===== config.mk =====
export PLATFORM = sky130hd
export DESIGN_NAME = usb_protocol
export DESIGN_NICKNAME = d
export VERILOG_FILES = /design/src/rtl/usb_protocol.sv
export SDC_FILE = /design/constraint.sdc
export NUM_CORES = 1
export LEC_CHECK = 0
export CAP_MARGIN = 20
export CORE_AREA = 2 2 57 54
export CTS_BUF_LIST = sky130_fd_sc_hd__clkbuf_16
export DETAILED_ROUTE_END_ITERATION = 8
export DIE_AREA = 0 0 59 56
export PLACE_DENSITY = 0.61
export SLEW_MARGIN = 20
export SYNTH_ARGS = -nofsm -noshare
export SYNTH_HDL_FRONTEND = slang
export SYNTH_SLANG_ARGS = --single-unit

===== constraint.sdc =====
create_clock -name clk -period 2.55 [get_ports clk]
set_clock_uncertainty 0.05 [all_clocks]
set_input_delay 0.51 -clock clk [delete_from_list [all_inputs] [get_ports clk]]
set_output_delay 0.51 -clock clk [all_outputs]
set_load 0.1 [all_outputs]

===== src/rtl/usb_protocol.sv =====
// USB device-side protocol FSM (Moore). Decodes host PIDs, sequences OUT
// (receive) and IN (transmit) transactions, and steers the transmitter.
// Optional build macro USB_PROTOCOL_TIMEOUT_EN adds an inactivity timeout
// to the RX, RX_DATA, RX_ERR and TX_WAIT_ACK states.
module usb_protocol (
   input  logic       clk,
   input  logic       rst,
   input  logic [3:0] rx_packet,
   input  logic       buffer_reserved,
   input  logic [6:0] tx_packet_data_size,
   input  logic [6:0] buffer_occupancy,
   input  logic       tx_busy,
   output logic       d_mode,
   output logic [1:0] tx_packet,
   output logic       clear,
   output logic       tx_error,
   output logic       rx_error,
   output logic       rx_data_ready,
   output logic       rx_transfer_active,
   output logic       tx_transfer_active
);

   localparam logic [3:0] PID_NONE  = 4'b0000;
   localparam logic [3:0] PID_OUT   = 4'b0001;
   localparam logic [3:0] PID_IN    = 4'b1001;
   localparam logic [3:0] PID_DATA0 = 4'b0011;
   localparam logic [3:0] PID_DATA1 = 4'b1011;
   localparam logic [3:0] PID_ACK   = 4'b0010;
   localparam logic [3:0] PID_EOP   = 4'b1111;

   typedef enum logic [3:0] {
      S_IDLE,
      S_RX,
      S_RX_DATA,
      S_RX_ERR,
      S_SEND_ACK,
      S_SEND_NAK,
      S_TX_DATA,
      S_TX_WAIT_ACK,
      S_TX_NAK
   } state_t;

   state_t state_q, state_d;
   logic   started_q, started_d;
   logic   clear_q, clear_d;
   logic   txerr_q, txerr_d;
   logic   rxerr_q, rxerr_d;
   logic   timeout;
   logic   is_wait;

`ifdef USB_PROTOCOL_TIMEOUT_EN
   logic [6:0] cnt_q, cnt_d;

   assign timeout = (cnt_q == 7'd64);

   // Inactivity counter: restarts on any state change or bus activity, saturates
   always_comb begin
      cnt_d = cnt_q;
      if ((state_d != state_q) || (rx_packet != PID_NONE))
         cnt_d = '0;
      else if (cnt_q != 7'd127)
         cnt_d = cnt_q + 7'd1;
   end

   // Timeout counter register
   always_ff @(posedge clk) begin
      if (rst) cnt_q <= '0;
      else     cnt_q <= cnt_d;
   end
`else
   assign timeout = 1'b0;
`endif

   // State register plus registered one-cycle pulse flags
   always_ff @(posedge clk) begin
      if (rst) begin
         state_q   <= S_IDLE;
         started_q <= 1'b0;
         clear_q   <= 1'b0;
         txerr_q   <= 1'b0;
         rxerr_q   <= 1'b0;
      end else begin
         state_q   <= state_d;
         started_q <= started_d;
         clear_q   <= clear_d;
         txerr_q   <= txerr_d;
         rxerr_q   <= rxerr_d;
      end
   end

   // Next-state logic; error pulses are registered so outputs stay Moore
   always_comb begin
      state_d = state_q;
      txerr_d = 1'b0;
      rxerr_d = 1'b0;
      is_wait = 1'b0;
      case (state_q)
         S_IDLE: begin
            if (rx_packet == PID_OUT)
               state_d = buffer_reserved ? S_RX_ERR : S_RX;
            else if (rx_packet == PID_IN)
               state_d = (buffer_reserved || (buffer_occupancy < tx_packet_data_size))
                         ? S_TX_NAK : S_TX_DATA;
         end
         // Timeout only fires on an idle bus cycle; any PID counts as activity
         S_RX: begin
            if (rx_packet == PID_NONE) begin
               if (timeout) begin
                  state_d = S_IDLE;
                  rxerr_d = 1'b1;
               end
            end else if ((rx_packet == PID_DATA0) || (rx_packet == PID_DATA1))
               state_d = S_RX_DATA;
            else
               state_d = S_RX_ERR;
         end
         S_RX_DATA: begin
            if (rx_packet == PID_NONE) begin
               if (timeout) begin
                  state_d = S_IDLE;
                  rxerr_d = 1'b1;
               end
            end else if (rx_packet == PID_EOP)
               state_d = S_SEND_ACK;
            else
               state_d = S_RX_ERR;
         end
         S_RX_ERR: begin
            if (rx_packet == PID_EOP)
               state_d = S_SEND_NAK;
            else if ((rx_packet == PID_NONE) && timeout) begin
               state_d = S_IDLE;
               rxerr_d = 1'b1;
            end
         end
         S_SEND_ACK, S_SEND_NAK, S_TX_NAK: begin
            is_wait = 1'b1;
            if (started_q && !tx_busy)
               state_d = S_IDLE;
         end
         S_TX_DATA: begin
            is_wait = 1'b1;
            if (started_q && !tx_busy)
               state_d = S_TX_WAIT_ACK;
         end
         S_TX_WAIT_ACK: begin
            if (rx_packet == PID_ACK)
               state_d = S_IDLE;
            else if (rx_packet == PID_NONE) begin
               if (timeout) begin
                  state_d = S_IDLE;
                  txerr_d = 1'b1;
               end
            end else begin
               state_d = S_IDLE;
               txerr_d = 1'b1;
            end
         end
         default: state_d = S_IDLE;
      endcase
      started_d = (is_wait && (state_d == state_q)) ? (started_q | tx_busy) : 1'b0;
      clear_d   = (state_d == S_RX) && (state_q != S_RX);
   end

   // Output decode from registered state and registered pulse flags
   always_comb begin
      d_mode             = 1'b0;
      tx_packet          = 2'b00;
      clear              = clear_q;
      tx_error           = txerr_q;
      rx_error           = rxerr_q;
      rx_data_ready      = 1'b0;
      rx_transfer_active = 1'b0;
      tx_transfer_active = 1'b0;
      case (state_q)
         S_RX, S_RX_DATA: rx_transfer_active = 1'b1;
         S_SEND_ACK: begin
            d_mode        = 1'b1;
            tx_packet     = 2'b00;
            rx_data_ready = 1'b1;
         end
         S_SEND_NAK: begin
            d_mode    = 1'b1;
            tx_packet = 2'b01;
            rx_error  = 1'b1;
         end
         S_TX_NAK: begin
            d_mode    = 1'b1;
            tx_packet = 2'b01;
            tx_error  = 1'b1;
         end
         S_TX_DATA: begin
            d_mode             = 1'b1;
            tx_packet          = 2'b10;
            tx_transfer_active = 1'b1;
         end
         S_TX_WAIT_ACK: tx_transfer_active = 1'b1;
         default: ;
      endcase
   end

endmodule


==> key figures <==
Synth
  – Largest family of logic cells by synthesized area: simple AND/OR/NAND/NOR gates
  – Area share of and/or/nand/nor cells after synthesis: 32.0%
  – Post-synth top area share: 17.9%
  – Area fraction in compound gates after synthesis: 28.6%
  – Adder-cell share of the synthesized area: 9.60%
  – Syn avg cell area: 7.31 µm²
  – Synth Cell Area: 782 µm²
  – Main synth FF type: dfxtp_1
  – Synthesized net count: 135
  – Mux share of post-synthesis cell area: 1.28%
  – Share of async-settable or async-resettable flops after synthesis: 0%
  – Synth cell types: 44
  – Synthesized flop and latch total: 7
  – Post-synth EDFFs: 0
  – XOR/XNOR Fraction of Synth Area: 2.24%
  – Top post-synthesis cells by area: dfxtp_1 (18%), ha_1 (9.6%), inv_1 (5.3%)
  – Gate Count Post-Synth: 107
  – Area leader, netlist: dfxtp_1
  – Sequential cell area fraction in the yosys report: 17.9%
  – Synth Warn #: 0

Placement
  – RePlAce Congestion: 0.861
  – Dpl cells: 165
  – Buffers on Ports: 30
  – DP Worst Slack: -131 ps
  – Dpl hpwl: 1770 µm

Timing
  – Worst slew pin tran: 608 ps
  – Rel. slew slack: 59.4%
  – Tmin final: 2460 ps
  – Post-route setup slack: 89.6 ps
  – Final Cycle Share: 96.5%
  – # setup viols final: 0
  – Setup TNS: 0 ps
  – Slew Viols, Final: 0
  – RSZ-0062 raised after global routing: false
  – Final Hold Fails: 0
  – Max Fclk: 406 MHz
  – Hold_ws: 636 ps

Clock tree
  – H-tree Lvls: 1
  – Cts bufs inserted: 3
  – Clock slew at reported path FFs: 40 ps
  – CTS tree: built
  – Root Buffer: clkbuf_16
  – Clk Latency, worst-skew pair: 230 ps
  – Post-CTS Setup Inserts: 0
  – Clock Sinks: 7
  – Clock buffer depth: 2

Global routing
  – Total track usage: 14.8%
  – First-pass GRT wire length: 3850 µm
  – Number of global-route vias before repair: 837
  – Initial antenna violation count: 0
  – Final global-route overflow total: 0
  – Largest net degree at the start of global routing: 19

Floorplanning
  – Chip Height: 56 µm
  – Full die area: 0.00330 mm²
  – Core area: 0.00266 mm²
  – Die width: 59 µm
  – Std-Cell Rows: 18
  – Initial Util: 29.4%
  – I/O Pins: 31

Worst setup path
  – Reg2reg start: state_q[0]
  – Critical Path RT: 2610 ps
  – Worst Setup Start Kind: input pin
  – Worst Setup Path Type: in2reg
  – Worst EP arrival: 2520 ps
  – Crit path from: rx_packet[1]
  – Crit Path Max Fanout: 5
  – Worst R2R End: clear
  – Worst reg2reg path depth: 5
  – Worst setup EP type: register
  – R2R Setup Slk: 740 ps

Hold path
  – Worst Hold Depth: 2
  – HP Class: reg2reg
  – Hold Startpoint: state_q[3]
  – End of the worst hold path: state_q[3]

Finish
  – Share of layout cells above drive strength 1: 19.4%
  – Area growth syn-to-layout: 64.6%
  – Fillers: 258
  – # nets final: 168
  – Diodes inserted: 0
  – Non-filler cells, final: 169
  – Util after Layout: 48.4%

Pwr
  – Peak VDD IR: 0.487 mV
  – Pleak: 0.530 nW
  – Pwr per Cell Area: 569 mW/mm²

Detailed routing
  – Via count: 915
  – Initial DRC count: 32
  – Post-Route WL: 2240 µm
  – DRC viols: 0
  – Wire per inst: 13.3 µm
  – Antenna-violating nets left: 0
  – Vias per std cell: 5.41
  – DRT Pass-1 Iters: 4

Job
  – Maximum Capacitance Violations: 0

Status
  – Outcome: finished clean
==> per-layer routing <==
layer / wire length, µm / vias up / GRT usage (%)
met5: 0 / - / 0
li1: - / 462 / -
met1: 1000 / 418 / 18.8
met3: 99 / 4 / 4.19
met4: 17 / 0 / 2.92
met2: 1120 / 31 / 24.6
==> worst max-delay path, cell delays in order <==
cell,delay (ps)
clkdlybuf4s50_1,470
or4_4,580
and3_4,200
a2111oi_2,360
o21ba_1,200
and4b_1,200
==> per-stage QoR <==
step	total power, mW	cell area (µm²)
floorplan	0.359	797
global placement	0.467	1210
detailed placement	0.469	1210
CTS	0.738	1290
global route	0.773	1290
finish	0.733	1290
==> power breakdown <==
group	internal (mW)	switching [mW]	total, mW	leakage [nW]
combinational	0.133	0.178	0.311	0.432
clock	0.206	0.0582	0.264	0.0409
sequential	0.121	0.0367	0.158	0.0568
total	0.460	0.273	0.733	0.530
==> cell usage after synthesis (2+ instances only) <==
cell and instances:
dfxtp_1 7, a211oi_1 2, a22oi_1 2, inv_1 11, o21ai_0 4, a311o_1 2
a21oi_1 8, nand2_1 6, ha_1 6, nor3_1 4, nor2_1 11, nand4_1 2
nor2b_1 3, nand2b_1 5, clkbuf_1 5
==> flip-flops by register name, summed over array words and instances (netlist names) <==
signal,cells
clear,1
state_q,4
started_q,1
txerr_q,1
==> cell type report <==
| type | instances | area (µm²) | share of cell area, % |
|---|---|---|---|
| clock buffers | 3 | 75.1 | 5.83 |
| repair buffers | 34 | 395 | 30.7 |
| inverters | 11 | 41.3 | 3.21 |
| multi-input cells | 83 | 593 | 46.1 |
| flip-flops and latches | 7 | 140 | 10.9 |
| clock inverters | 1 | 5.00 | 0.389 |
| well taps | 30 | 37.5 | 2.92 |
==> cells in the final DEF (no fill, tap or decap), types with 3 or more instances in the layout <==
cell / count
a21oi_1: 8
buf_12: 7
buf_4: 6
clkbuf_16: 3
clkdlybuf4s50_1: 21
dfxtp_1: 7
ha_1: 6
inv_1: 11
nand2_1: 6
nand2b_1: 5
nor2_1: 9
nor2b_1: 3
o21ai_0: 4
==> worst max path at each step <==
stage                               to  cells past startpoint
floorplan           rx_transfer_active                      4
CTS                              clear                      6
detailed placement               clear                      6
finish                           clear                      6
global placement                 clear                      6
global route                     clear                      6
==> cells by family (layout without fill, tap and decap cells) <==
kind of cell | after synthesis | in the layout
multiplexers | 1 | 1
AO/OA/AOI/OAI | 31 | 31
adder cells (fa/ha/maj) | 6 | 6
buffers and inverters | 17 | 49
AND/OR/NAND/NOR | 43 | 43
flip-flops | 7 | 7
XOR/XNOR | 2 | 2
==> timing repair <==
item,4_1_cts,5_1_grt
gates resized for setup,0,1
endpoints found under the setup margin,0,1
hold buffers,0,0
No activity file was read; power rests on OpenSTA's default activity.
